==> config.mk <==
export PLATFORM = sky130hd
export DESIGN_NAME = txn_sequencer
export DESIGN_NICKNAME = d
export VERILOG_FILES = /design/src/rtl/txn_sequencer.sv
export SDC_FILE = /design/constraint.sdc
export NUM_CORES = 1
export LEC_CHECK = 0
export BUFFER_PORTS_ARGS = -buffer_cell sky130_fd_sc_hd__buf_2
export CAP_MARGIN = 15
export CORE_MARGIN = 5
export CORE_UTILIZATION = 45
export DETAILED_ROUTE_END_ITERATION = 8
export GPL_TIMING_DRIVEN = 0
export PLACE_DENSITY = 0.74
export SETUP_SLACK_MARGIN = 0.15
export SLEW_MARGIN = 10
export SYNTH_ARGS = -nofsm -noshare
export SYNTH_HDL_FRONTEND = slang
export SYNTH_SLANG_ARGS = --single-unit
==> constraint.sdc <==
create_clock -name clock -period 1.65 [get_ports clock]
set_clock_uncertainty 0.1 [all_clocks]
set_input_delay 0.165 -clock clock [delete_from_list [all_inputs] [get_ports clock]]
set_output_delay 0.165 -clock clock [all_outputs]
set_load 0.05 [all_outputs]
==> src/rtl/txn_sequencer.sv <==
// Top-level control FSM for the coin-transfer game: power-up init, N-field load, arm, launch,
// then a timed active-low pulse to the datapath. Optional transaction watchdog and done counter.
module txn_sequencer #(
  parameter int NUM_FIELDS     = 3,
  parameter int RESET_CYCLES   = 4,
  parameter int TIMEOUT_CYCLES = 0,
  parameter int CNT_W          = 8,
  localparam int FI_W          = (NUM_FIELDS > 1) ? $clog2(NUM_FIELDS) : 1
) (
  input  logic                  clock,
  input  logic                  resetn,
  input  logic                  start_signal,
  input  logic                  load_signal,
  input  logic                  cancel_signal,
  input  logic                  done_table_init,
  input  logic                  finished_init,
  input  logic                  finished_transaction,
  output logic                  random_init,
  output logic                  init_memory,
  output logic                  load_memory,
  output logic [NUM_FIELDS-1:0] load_field,
  output logic [FI_W-1:0]       field_index,
  output logic                  start_transaction,
  output logic                  reset_others,
  output logic                  global_reset,
  output logic                  timed_out,
  output logic [CNT_W-1:0]      txn_count
);

  localparam int RC_W = (RESET_CYCLES > 0) ? $clog2(RESET_CYCLES + 1) : 1;
  localparam int WD_W = (TIMEOUT_CYCLES > 1) ? $clog2(TIMEOUT_CYCLES) : 1;
  localparam bit WD_EN = (TIMEOUT_CYCLES > 0);
  localparam logic [FI_W-1:0] FI_LAST = FI_W'(NUM_FIELDS - 1);
  localparam logic [RC_W-1:0] RC_LAST = RC_W'(RESET_CYCLES - 1);
  localparam logic [WD_W-1:0] WD_LAST = WD_W'((TIMEOUT_CYCLES > 0) ? TIMEOUT_CYCLES - 1 : 0);

  typedef enum logic [3:0] {
    STARTUP      = 4'd0,
    INIT1        = 4'd1,
    INIT2        = 4'd2,
    RESET_OTHERS = 4'd3,
    IDLE         = 4'd4,
    LOAD         = 4'd5,
    WAIT         = 4'd6,
    ARMED        = 4'd7,
    TRANSACTION  = 4'd8
  } state_t;

  state_t          state, next_state;
  logic [RC_W-1:0] rc_cnt;
  logic [WD_W-1:0] wd_cnt;
  logic            wd_expire;

  // Success on the expiry cycle wins, so expiry requires finished_transaction low.
  assign wd_expire = WD_EN && (state == TRANSACTION) && (wd_cnt == WD_LAST) && !finished_transaction;

  always_ff @(posedge clock or negedge resetn) begin
    if (!resetn) state <= STARTUP;
    else         state <= next_state;
  end

  always_comb begin
    next_state = state;
    case (state)
      STARTUP:      if (start_signal) next_state = INIT1;
      INIT1:        if (done_table_init) next_state = INIT2;
      INIT2:        if (finished_init) next_state = RESET_OTHERS;
      RESET_OTHERS: if (rc_cnt == RC_LAST) next_state = IDLE;
      IDLE:         if (load_signal) next_state = LOAD;
      LOAD: begin
        if (cancel_signal)     next_state = RESET_OTHERS;
        else if (!load_signal) next_state = (field_index == FI_LAST) ? ARMED : WAIT;
      end
      WAIT: begin
        if (cancel_signal)    next_state = RESET_OTHERS;
        else if (load_signal) next_state = LOAD;
      end
      ARMED: begin
        if (cancel_signal)     next_state = RESET_OTHERS;
        else if (start_signal) next_state = TRANSACTION;
      end
      TRANSACTION:  if (finished_transaction || wd_expire) next_state = RESET_OTHERS;
      default:      next_state = STARTUP;
    endcase
  end

  always_ff @(posedge clock or negedge resetn) begin
    if (!resetn) begin
      rc_cnt      <= '0;
      wd_cnt      <= '0;
      field_index <= '0;
      txn_count   <= '0;
      timed_out   <= 1'b0;
    end else begin
      // Both counters sit at zero outside their state, so they start from zero on entry.
      rc_cnt <= (state == RESET_OTHERS) ? rc_cnt + 1'b1 : '0;
      wd_cnt <= (state == TRANSACTION)  ? wd_cnt + 1'b1 : '0;

      if (state == IDLE && next_state == LOAD)              field_index <= '0;
      else if (state == LOAD && next_state == WAIT)         field_index <= field_index + 1'b1;
      else if (state == RESET_OTHERS && next_state == IDLE) field_index <= '0;

      if (state == TRANSACTION && finished_transaction) txn_count <= txn_count + 1'b1;

      if (wd_expire)                                        timed_out <= 1'b1;
      else if (state == ARMED && next_state == TRANSACTION) timed_out <= 1'b0;
    end
  end

  always_comb begin
    random_init       = (state == INIT1);
    init_memory       = (state == INIT2);
    load_memory       = (state == IDLE);
    start_transaction = (state == TRANSACTION);
    reset_others      = (state != RESET_OTHERS);
    global_reset      = (state != STARTUP);
    load_field        = '0;
    if (state == LOAD) load_field = NUM_FIELDS'(1) << field_index;
  end

endmodule

==> results by stage <==
Status:
- The run finished, with violations left.
- The final reports fail on negative setup slack.

Worst setup path:
- The number of buffer and inverter instances along the worst setup path is 1.
- The most critical setup path has its startpoint at state[0].
- In this run the worst path has a maximum fanout of 6.
- The required time at the worst-slack endpoint is 1.72 ns.
- The launching element type of the critical path is a flop.
- The cell class contributing the biggest share of worst-path delay is simple AND/OR/NAND/NOR gates.
- The slowest stage of the critical path is the sky130_fd_sc_hd__dfrtp_2 cell.
- On the worst path, the slowest cell contributes a delay of 0.46 ns.
- The endpoint of the worst-slack reg-to-reg timing path is txn_count[1].
- The startpoint of the worst-slack reg-to-reg timing path is state[0].
- The critical path crosses 4 cells after its start point.
- For flop-to-flop paths, the worst setup slack is -0.04 ns.
- Traced cell by cell, the critical path runs through nor4b_4, and2_4, buf_6, mux2_4.
- The capture point of the worst path is txn_count[1].
- The element type at the critical path end is a flop.
- At the worst endpoint, the arrival time is 1.76 ns.
- The worst setup path category is flop to flop.
- The number of cells on the worst reg-to-reg path is 4.

GRT:
- The total overflow left after global routing is 0.
- The via count of the first global-routing pass is 1076.
- The pin count of the biggest net entering global routing is 18.
- The total routing resource utilization after global routing is 18.75%.
- The initial antenna violation count came to 0.
- The first global-routing pass estimated 4740 um of wire.

STA:
- Summed over all failing endpoints, the final setup total negative slack is -0.1299 ns.
- After layout, the minimum clock period comes to 1.693 ns.
- The final-report hold violation count came to 0.
- The final cycle utilization of the critical path is 102.6%.
- The final critical-path setup slack is -0.04344 ns.
- Static timing analysis puts the maximum clock frequency at 590.5 MHz.
- The total of endpoints with negative setup slack in the final report is 7.
- Setup repair after global routing could not meet its margin everywhere.
- The number of slew-limit violations in the final report was 0.

Routing:
- The DRC violation total after the first TritonRoute iteration is 46.
- The number of vias per cell is 5.529.
- The wire length after detailed routing is 3321 um.
- The number of search-and-repair iterations in the first detailed-routing pass is 4.
- The post-route antenna net violation count is 0.
- The number of vias after detailed routing is 1056.
- In the final routed layout, each cell accounts on average for 17.39 um.
- For this run, design rule violations remaining after detail routing come to 0.

Finish:
- For this run, the post-layout net count is 178.
- The proportion of layout cells with a drive suffix above 1 is 60.12%.
- In the layout the commonest cells are sky130_fd_sc_hd__buf_4 (19), sky130_fd_sc_hd__buf_2 (17), sky130_fd_sc_hd__buf_6 (13).
- Fill cells in the final layout number 120.
- The finished layout holds 191 standard cells, fillers aside.
- The post-synthesis to final-layout area growth is 76.14%.
- The antenna cell count is 0.
- The area of all placed cells without fillers is 0.001737 mm2.
- The most frequent standard cell in the layout excluding fill and tap cells is sky130_fd_sc_hd__buf_4.

Synthesis:
- The share of the Yosys chip area taken by registers is 43.15%.
- The number of nets in the synthesized netlist is 122.
- The Yosys step of the flow raised 0 warnings.
- The synthesized design contains 0 enable-type register cells.
- A synthesized cell averages 9.129 um2.
- The prevailing post-synth register cell is sky130_fd_sc_hd__dfrtp_1.
- The post-synthesis sequential element count is 17.
- The mapped netlist covers 985.9 um2.
- Yosys mapped the design onto 29 distinct sky130hd cell types.
- After synthesis, the share of flip-flops with an asynchronous set or reset is 100.0%.
- In the synthesized netlist, the number of instances is 108.

Run:
- The count of max-cap constraint violations is 0.

Power:
- The internal portion of total power is 0.001115 W.
- The worst supply voltage drop on vdd is 838.6 uV.
- Summed over all nets, the switching power comes to 0.0009163 W.
- The sum of internal, switching and leakage power is 0.002032 W.
- The clock network accounts for 10.6% of the total power.
- The power density normalized to cell area is 1170 mW/mm2.
- Combinational logic burns 61.9% of the power.
- Summed over all cells, the static leakage comes to 0.8450 nW.
- Of the total power, registers draw 27.5%.
- Net switching is 45.10% of the power.

Placement:
- The placed instance area is 0.001219 mm2.
- The post-placement worst setup slack is -0.1119 ns.
- The number of placed instances, taps included, is 162.
- The port buffer count is 26.
- The congestion estimate from routability-driven global placement came to 0.7978.
- The placed wire-length estimate is 1683 um.

CTS:
- In this run the number of H-tree levels came out at 1.
- Counting the buffers created by CTS gives 3.
- The TritonCTS sink count is 17.
- The tree is rooted in a sky130_fd_sc_hd__clkbuf_4.
- The maximum number of buffers from clock root to sink is 2.
- Clock-pin slew was measured on the worst setup and hold paths at 0.10 ns.
- TritonCTS built the clock tree.
- The insertion delay to the later sink of the worst-skew pair is 0.28 ns.

Floorplan:
- The full die area is 0.003227 mm2.
- Row generation in the floorplan step produced 17 rows.
- In this run the vertical extent of the chip is 56.81 um.
- The die is 56.81 um wide.
- The initial core utilization is 45.89%.
- The core footprint is 0.002148 mm2.
- The top-level port count is 28.

Hold path:
- The path class of the tightest hold or removal check is input pin to flop.
## cells by family after synthesis
group,synth area share (%)
mux,1.142
compound gates,10.15
fa+ha+maj,7.614
other cells,0.3803
xor+xnor,6.218
simple gates,25.25
buf+inv,6.092
flops,43.15
## area by class of cell
type / instances / area, um2 / area share, %
multi-input combinational: 78 / 733.2 / 42.22
sequential: 17 / 431.7 / 24.86
timing repair buffer: 51 / 416.7 / 23.99
buffer: 6 / 66.31 / 3.818
tap: 28 / 35.03 / 2.017
inverter: 7 / 26.28 / 1.513
clock buffer: 3 / 22.52 / 1.297
clock inverter: 1 / 5.005 / 0.2882
## power groups by stage
stage	registers (W)	logic, W	clock network, W
floorplan	0.000576	0.000536	0
global placement	0.000547	0.000707	0
detailed placement	0.000551	0.000724	0
CTS	0.000543	0.00110	0.000230
global route	0.000566	0.00132	0.000245
finish	0.000559	0.00126	0.000216
## tightest hold or removal path: cells and delay by family
| family | cells | cell delay, ns |
|---|---|---|
| buf+inv | 1 | 0.15 |
| compound gates | 1 | 0.13 |
| simple gates | 2 | 0.12 |
## synth_stat cells (2+ instances only)
cell	count	area share [%]
sky130_fd_sc_hd__dfrtp_1	17	43
sky130_fd_sc_hd__nor2_1	11	4.2
sky130_fd_sc_hd__nand2_1	9	3.4
sky130_fd_sc_hd__inv_1	7	2.7
sky130_fd_sc_hd__ha_1	6	7.6
sky130_fd_sc_hd__a21oi_1	5	2.5
sky130_fd_sc_hd__nand3_1	5	2.5
sky130_fd_sc_hd__a31oi_1	4	2.5
sky130_fd_sc_hd__and2_1	4	2.5
sky130_fd_sc_hd__nand2b_1	4	2.5
sky130_fd_sc_hd__nor3_1	4	2.0
sky130_fd_sc_hd__xnor2_1	4	3.6
sky130_fd_sc_hd__buf_4	3	2.3
sky130_fd_sc_hd__clkbuf_1	3	1.1
sky130_fd_sc_hd__nand4_1	3	1.9
sky130_fd_sc_hd__o21ai_0	3	1.5
sky130_fd_sc_hd__xor2_1	3	2.7
sky130_fd_sc_hd__nor2b_1	2	1.3
## registers in the layout, indices dropped and copies added (netlist names)
name,cells
rc_cnt,3
txn_count,8
field_index,2
state,4
## worst min path at each step
stage                             from              to  slack, ns  cells past startpoint
final                      load_signal        state[1]       0.21                      4
after global routing       load_signal        state[1]       0.19                      4
after CTS                 start_signal        state[3]       0.09                      3
after detailed placement        resetn    txn_count[7]      0.005                      1
after global placement          resetn    txn_count[7]     -0.002                      1
after floorplan                 resetn  field_index[0]      -0.23                      0
## per-stage QoR
| step | util, % | hold WS (ns) |
|---|---|---|
| 2_1_floorplan | - | -0.2306 |
| 3_3_place_gp | 56.73 | -0.002265 |
| 3_5_place_dp | 56.73 | 0.004994 |
| 4_1_cts | 74.02 | 0.08867 |
| 5_1_grt | 80.84 | 0.1861 |
| 6_report | 80.84 | 0.2053 |
## routing by layer
layer | share of wire [%] | track usage [%] | vias to the layer above
met2 | 48 | 31.02 | 68
met1 | 39 | 21.94 | 485
met3 | 6.4 | 3.448 | 23
met4 | 6.5 | 12.25 | 0
li1 | - | - | 480
met5 | 0 | 0 | -
## what timing repair did
action | CTS | global route
setup buffers | 17 | 6
endpoints found under the setup margin | 17 | 20
pin swaps | 12 | 12
hold endpoints to repair | 18 | 0
resized for setup | 57 | 21
hold buffers | 2 | 0
(Power assumes the default switching activity.)
